[src/rtl/vc_pin_bus.sv]
// vc_pin_bus: pin-multiplexed external bus master for the vc CPU tile.
// Serialises one address/data request over a PW-bit pin group, MSB beat first.
module vc_pin_bus #(
    parameter int PA   = 24,
    parameter int DW   = 16,
    parameter int PW   = 8,
    parameter int TURN = 1
) (
    input  logic          clk,
    input  logic          reset,
    input  logic          req,
    input  logic          wr,
    input  logic [PA-1:0] addr,
    input  logic [DW-1:0] wdata,
    output logic          ack,
    output logic [DW-1:0] rdata,
    input  logic [PW-1:0] pin_in,
    output logic [PW-1:0] pin_out,
    output logic [PW-1:0] pin_oe,
    output logic          strobe,
    output logic          bus_wr,
    input  logic          ext_rdy
);

    localparam int NA = (PA + PW - 1) / PW;
    localparam int NW = (DW + PW - 1) / PW;
    localparam int AW = NA * PW;
    localparam int WW = NW * PW;
    localparam int MNW = (NA > NW) ? NA : NW;
    localparam int MAXC = (MNW > TURN) ? MNW : TURN;
    localparam int CW = $clog2(MAXC + 1);

    localparam logic [CW-1:0] A_LAST = CW'(NA - 1);
    localparam logic [CW-1:0] W_LAST = CW'(NW - 1);
    localparam logic [CW-1:0] T_LAST = CW'(TURN - 1);

    typedef enum logic [2:0] {
        S_IDLE,
        S_ADDR,
        S_WDATA,
        S_TURN,
        S_RDATA,
        S_DONE
    } state_t;

    state_t        state, nstate;
    logic [CW-1:0] cnt, ncnt;
    logic          wr_q, nwr;
    logic [AW-1:0] ash, nash;
    logic [WW-1:0] wsh, nwsh;
    logic [WW-1:0] rsh, nrsh;
    logic [PW-1:0] npin;
    logic          oe_q, noe;
    logic          nstb;
    logic          nbwr;
    logic          nack;
    logic [DW-1:0] nrdata;

    logic [AW-1:0] addr_ext;
    logic [WW-1:0] data_ext;
    logic [WW-1:0] in_ext;
    logic [WW-1:0] rshift;

    // Zero-extend at the MSB end so the first beat carries the padding.
    always_comb begin
        addr_ext = '0;
        addr_ext[PA-1:0] = addr;
        data_ext = '0;
        data_ext[DW-1:0] = wdata;
        in_ext = '0;
        in_ext[PW-1:0] = pin_in;
        rshift = (rsh << PW) | in_ext;
    end

    assign pin_oe = {PW{oe_q}};

    always_ff @(posedge clk or posedge reset) begin
        if (reset) begin
            state   <= S_IDLE;
            cnt     <= '0;
            wr_q    <= 1'b0;
            ash     <= '0;
            wsh     <= '0;
            rsh     <= '0;
            pin_out <= '0;
            oe_q    <= 1'b0;
            strobe  <= 1'b0;
            bus_wr  <= 1'b0;
            ack     <= 1'b0;
            rdata   <= '0;
        end else begin
            state   <= nstate;
            cnt     <= ncnt;
            wr_q    <= nwr;
            ash     <= nash;
            wsh     <= nwsh;
            rsh     <= nrsh;
            pin_out <= npin;
            oe_q    <= noe;
            strobe  <= nstb;
            bus_wr  <= nbwr;
            ack     <= nack;
            rdata   <= nrdata;
        end
    end

    // Outputs are computed for the next state so they appear registered.
    always_comb begin
        nstate = state;
        ncnt   = cnt;
        nwr    = wr_q;
        nash   = ash;
        nwsh   = wsh;
        nrsh   = rsh;
        npin   = '0;
        noe    = 1'b0;
        nstb   = 1'b0;
        nbwr   = 1'b0;
        nack   = 1'b0;
        nrdata = rdata;
        unique case (state)
            S_IDLE: begin
                if (req) begin
                    nstate = S_ADDR;
                    ncnt   = '0;
                    nwr    = wr;
                    nash   = addr_ext << PW;
                    nwsh   = data_ext;
                    npin   = addr_ext[AW-1 -: PW];
                    noe    = 1'b1;
                    nstb   = 1'b1;
                    nbwr   = wr;
                end
            end
            S_ADDR: begin
                noe  = 1'b1;
                nbwr = wr_q;
                if (cnt != A_LAST) begin
                    ncnt = cnt + 1'b1;
                    npin = ash[AW-1 -: PW];
                    nash = ash << PW;
                end else begin
                    ncnt = '0;
                    if (wr_q) begin
                        nstate = S_WDATA;
                        npin   = wsh[WW-1 -: PW];
                        nwsh   = wsh << PW;
                    end else begin
                        nstate = S_TURN;
                        noe    = 1'b0;
                        nbwr   = 1'b0;
                    end
                end
            end
            S_WDATA: begin
                noe  = 1'b1;
                nbwr = 1'b1;
                npin = pin_out;
                if (ext_rdy) begin
                    if (cnt != W_LAST) begin
                        ncnt = cnt + 1'b1;
                        npin = wsh[WW-1 -: PW];
                        nwsh = wsh << PW;
                    end else begin
                        nstate = S_DONE;
                        ncnt   = '0;
                        noe    = 1'b0;
                        nbwr   = 1'b0;
                        npin   = '0;
                        nack   = 1'b1;
                    end
                end
            end
            S_TURN: begin
                if (cnt == T_LAST) begin
                    nstate = S_RDATA;
                    ncnt   = '0;
                end else begin
                    ncnt = cnt + 1'b1;
                end
            end
            S_RDATA: begin
                if (ext_rdy) begin
                    nrsh = rshift;
                    if (cnt == W_LAST) begin
                        nstate = S_DONE;
                        ncnt   = '0;
                        nack   = 1'b1;
                        nrdata = rshift[DW-1:0];
                    end else begin
                        ncnt = cnt + 1'b1;
                    end
                end
            end
            S_DONE: begin
                nstate = S_IDLE;
            end
            default: begin
                nstate = S_IDLE;
            end
        endcase
    end

endmodule
[config.mk]
export PLATFORM = sky130hd
export DESIGN_NAME = vc_pin_bus
export DESIGN_NICKNAME = d
export VERILOG_FILES = /design/src/rtl/vc_pin_bus.sv
export SDC_FILE = /design/constraint.sdc
export NUM_CORES = 1
export LEC_CHECK = 0
export ABC_CLOCK_PERIOD_IN_PS = 2700
export CAP_MARGIN = 15
export CORE_MARGIN = 4
export CORE_UTILIZATION = 42
export DETAILED_ROUTE_END_ITERATION = 7
export PLACE_DENSITY = 0.7
export RECOVER_POWER = 50
export REMOVE_ABC_BUFFERS = 1
export SLEW_MARGIN = 10
export SYNTH_ARGS = -nofsm -noshare
export SYNTH_HDL_FRONTEND = slang
export SYNTH_SLANG_ARGS = --single-unit
[constraint.sdc]
create_clock -name clk -period 2.7 [get_ports clk]
set_input_delay 0.27 -clock clk [delete_from_list [all_inputs] [get_ports clk]]
set_output_delay 0.27 -clock clk [all_outputs]
set_load 0.05 [all_outputs]
==> reports/results.ini <==
[die]
die_h_um = 101
fp.coreArea_mm2 = 0.00830
fp-row-count = 33
dieWidth_um = 101
initial_core_util = 0.437
die-area_mm2 = 0.0102
pin_count = 88

[sta]
hold_viol = 0
rsz0062_at_grt = false
slew_headroom = 0.147
setup_tns_ns = 0
max_clock_freq_mhz = 453
setup_ws_ns = 0.493
finalSetupViolCount = 0
min_period_over_period = 0.817
slew_violations = 0
fin_crit_ns = 2.21
tightest_slew_ns = 1.28
skew_ns = 0.00693

[run]
cap_violations = 0

[yosys]
synth_top_area_frac = 0.510
synthCells = 299
yosys_warnings = 0
synthTopCellsByArea = dfrtp_1 51%, mux2i_1 8.0%, mux2_2 5.3%
synth.most_common_cell = dfrtp_1
synth_common_cells = 74 x dfrtp_1, 29 x mux2i_1, 17 x mux2_2
synth_edf_count = 0
ys.flop_type = dfrtp_1
post-synth-top-area-cell = dfrtp_1
syn_area_per_cell_um2 = 12.1
synth_cell_types = 49
synth_seq_area_share = 0.510
synthArstFlopShare = 1.00
synth_seq_cells = 74
syn_area_mm2 = 0.00363

[detailed_routing]
drt_first_iter_violations = 89
vias = 2570
wirelength_um = 8000
vias_per_cell = 5.22
ant_nets = 0
first_pass_iters = 4
drcViolationCount = 0
wl_per_cell_um = 16.3

[finish]
antennaDiodeCount = 0
drive_gt1_frac = 0.158
finalNetCount = 440
fin_util = 0.570
areaGrowthSynthToFinish_pct = 30.4

[global_routing]
grt_pass1_wl_um = 13400
grt_pass1_vias = 2751
grt_start_max_net_pins = 39
grt_util_all_layers = 0.168
antenna_found_initial = 0
grt.overflow.total = 0

[worst_setup_path]
arrival_ns = 2.43
cp-start-kind = flip-flop
crit_path_cell_trace = inv_1 -> ha_1 -> nor2_1 -> a221oi_4 -> nand2_4 -> a21bo_2
cp.required_ns = 2.93
worst-setup-path-type = flip-flop to flip-flop
cp_slowest_cell = a221oi_4
crit_path_max_incr_delay_ns = 0.53
critPathCaptureType = flip-flop
path_max_fanout = 16

[hold_path]
min_path_type = input port to async pin

[clock_tree]
htree_levels = 3
post-cts-setup-buffers = 0
cts_buffer_depth = 2
postCtsResizedCells = 0
clock-root-buffer = clkbuf_8
clk_pin_slew_ns = 0.08
tritoncts = yes
cts_buffers = 9
insertion_delay_ns = 0.34
cts_hold_buf = 0
clkSinkCount = 74

[place]
dp_hpwl_um = 5960
numPortBuffers = 87
gp_congestion = 0.860
dp_worst_setup_slack_ns = 0.507

[power]
p_sw_frac = 0.439
power.switching_uw = 2630
clockPowerShare = 0.145
p_seq_frac = 0.324
p_per_area_mw_per_mm2 = 1270
p_int_uw = 3370
ir_drop_v = 0.000777
pwr-share-comb = 0.531
leakage_uw = 0.00219

[outcome]
status = complete, no violations

logic make-up (layout without fill, tap and decap cells):
group | after synthesis | in the layout | share of synthesized area
mux | 56 | 56 | 0.164
fa+ha+maj | 5 | 5 | 0.0172
buf+inv | 41 | 129 | 0.0669
xor+xnor | 1 | 1 | 0.00241
flops | 74 | 74 | 0.510
compound gates | 68 | 68 | 0.142
simple gates | 54 | 54 | 0.0969
final cells by class:
class                           count  area, um2
Inverter                           14       52.6
Multi-Input combinational cell    184       1540
Fill cell                         717       3570
Clock buffer                       10        138
Timing Repair Buffer               99        955
Tap cell                          105        131
Clock inverter                      6       63.8
Sequential cell                    74       1850
metrics by stage:
step | instance area [um2] | hold slack, ns | instances | total power, uW
after detailed placement | 4550 | 0.469 | 476 | 5200
after CTS | 4750 | 0.183 | 492 | 6100
after global routing | 4730 | 0.420 | 492 | 6420
after floorplan | 3440 | 0.352 | 272 | 4130
after global placement | 4550 | 0.463 | 476 | 5140
final | 4730 | 0.379 | 492 | 6000
registers in the layout (all words and copies together) (netlist names):
name     count
ash         16
rdata       16
wsh         16
pin_out      8
rsh          8
state        3
cnt          2
ack          1
bus_wr       1
oe_q         1
strobe       1
wr_q         1
path summary, 6_finish.rpt:
kind	depth (start not counted)	slack (ns)	endpoint	start
max in group asynchronous	3	0.78	pin_out[3]	reset
worst min register to register	1	0.49	wsh[1]	wsh[1]
worst max-delay path	6	0.49	wsh[2]	cnt[0]
worst max register to register	6	0.49	wsh[2]	cnt[0]
min in group clk	1	0.49	wsh[1]	wsh[1]
worst min-delay path	2	0.38	rdata[6]	reset
worst max-delay path, delay by kind of cell, from the launching register on:
family	cells	cell delay, ns
AOI/OAI and AO/OA	2	0.80
adders and majority gates	1	0.36
buffers and inverters	1	0.13
DFF	1	0.42
and+or+nand+nor	2	0.38
cells in the final DEF, fill, tap and decap left out, drive strengths merged, types with 2 or more instances in the layout:
master,netlist,layout
dfrtp,74,74
clkdlybuf4s50,0,72
mux2i,29,29
mux2,27,27
o21ai,21,21
a22o,15,15
dlygate4sd3,0,15
inv,14,15
nand2,13,13
clkbuf,2,12
nor2,10,10
buf,25,10
nand4,8,8
a21bo,8,8
a22oi,7,7
ha,5,5
nor2b,5,5
a21oi,4,4
nor3,3,3
a21o,3,3
nand3b,2,2
nand2b,2,2
a31oi,2,2
or4b,2,2
clkinvlp,0,2
clkinv,0,2
nor4b,2,2
power groups by stage:
stage / combinational (uW) / sequential [uW] / clock [uW]
2_1_floorplan: 1470 / 2660 / 0
3_3_place_gp: 3190 / 1950 / 0
3_5_place_dp: 3240 / 1960 / 0
4_1_cts: 3260 / 1950 / 894
5_1_grt: 3460 / 2020 / 945
6_report: 3190 / 1940 / 870
layer usage:
metal  wire length, um  track usage  vias up
met3               610       0.0644        6
met2              3880        0.267       66
met5                 0            0        -
met1              3450        0.217     1262
met4                57       0.0399        0
li1                  -            -     1236
Power figures use the tool's default switching activity.
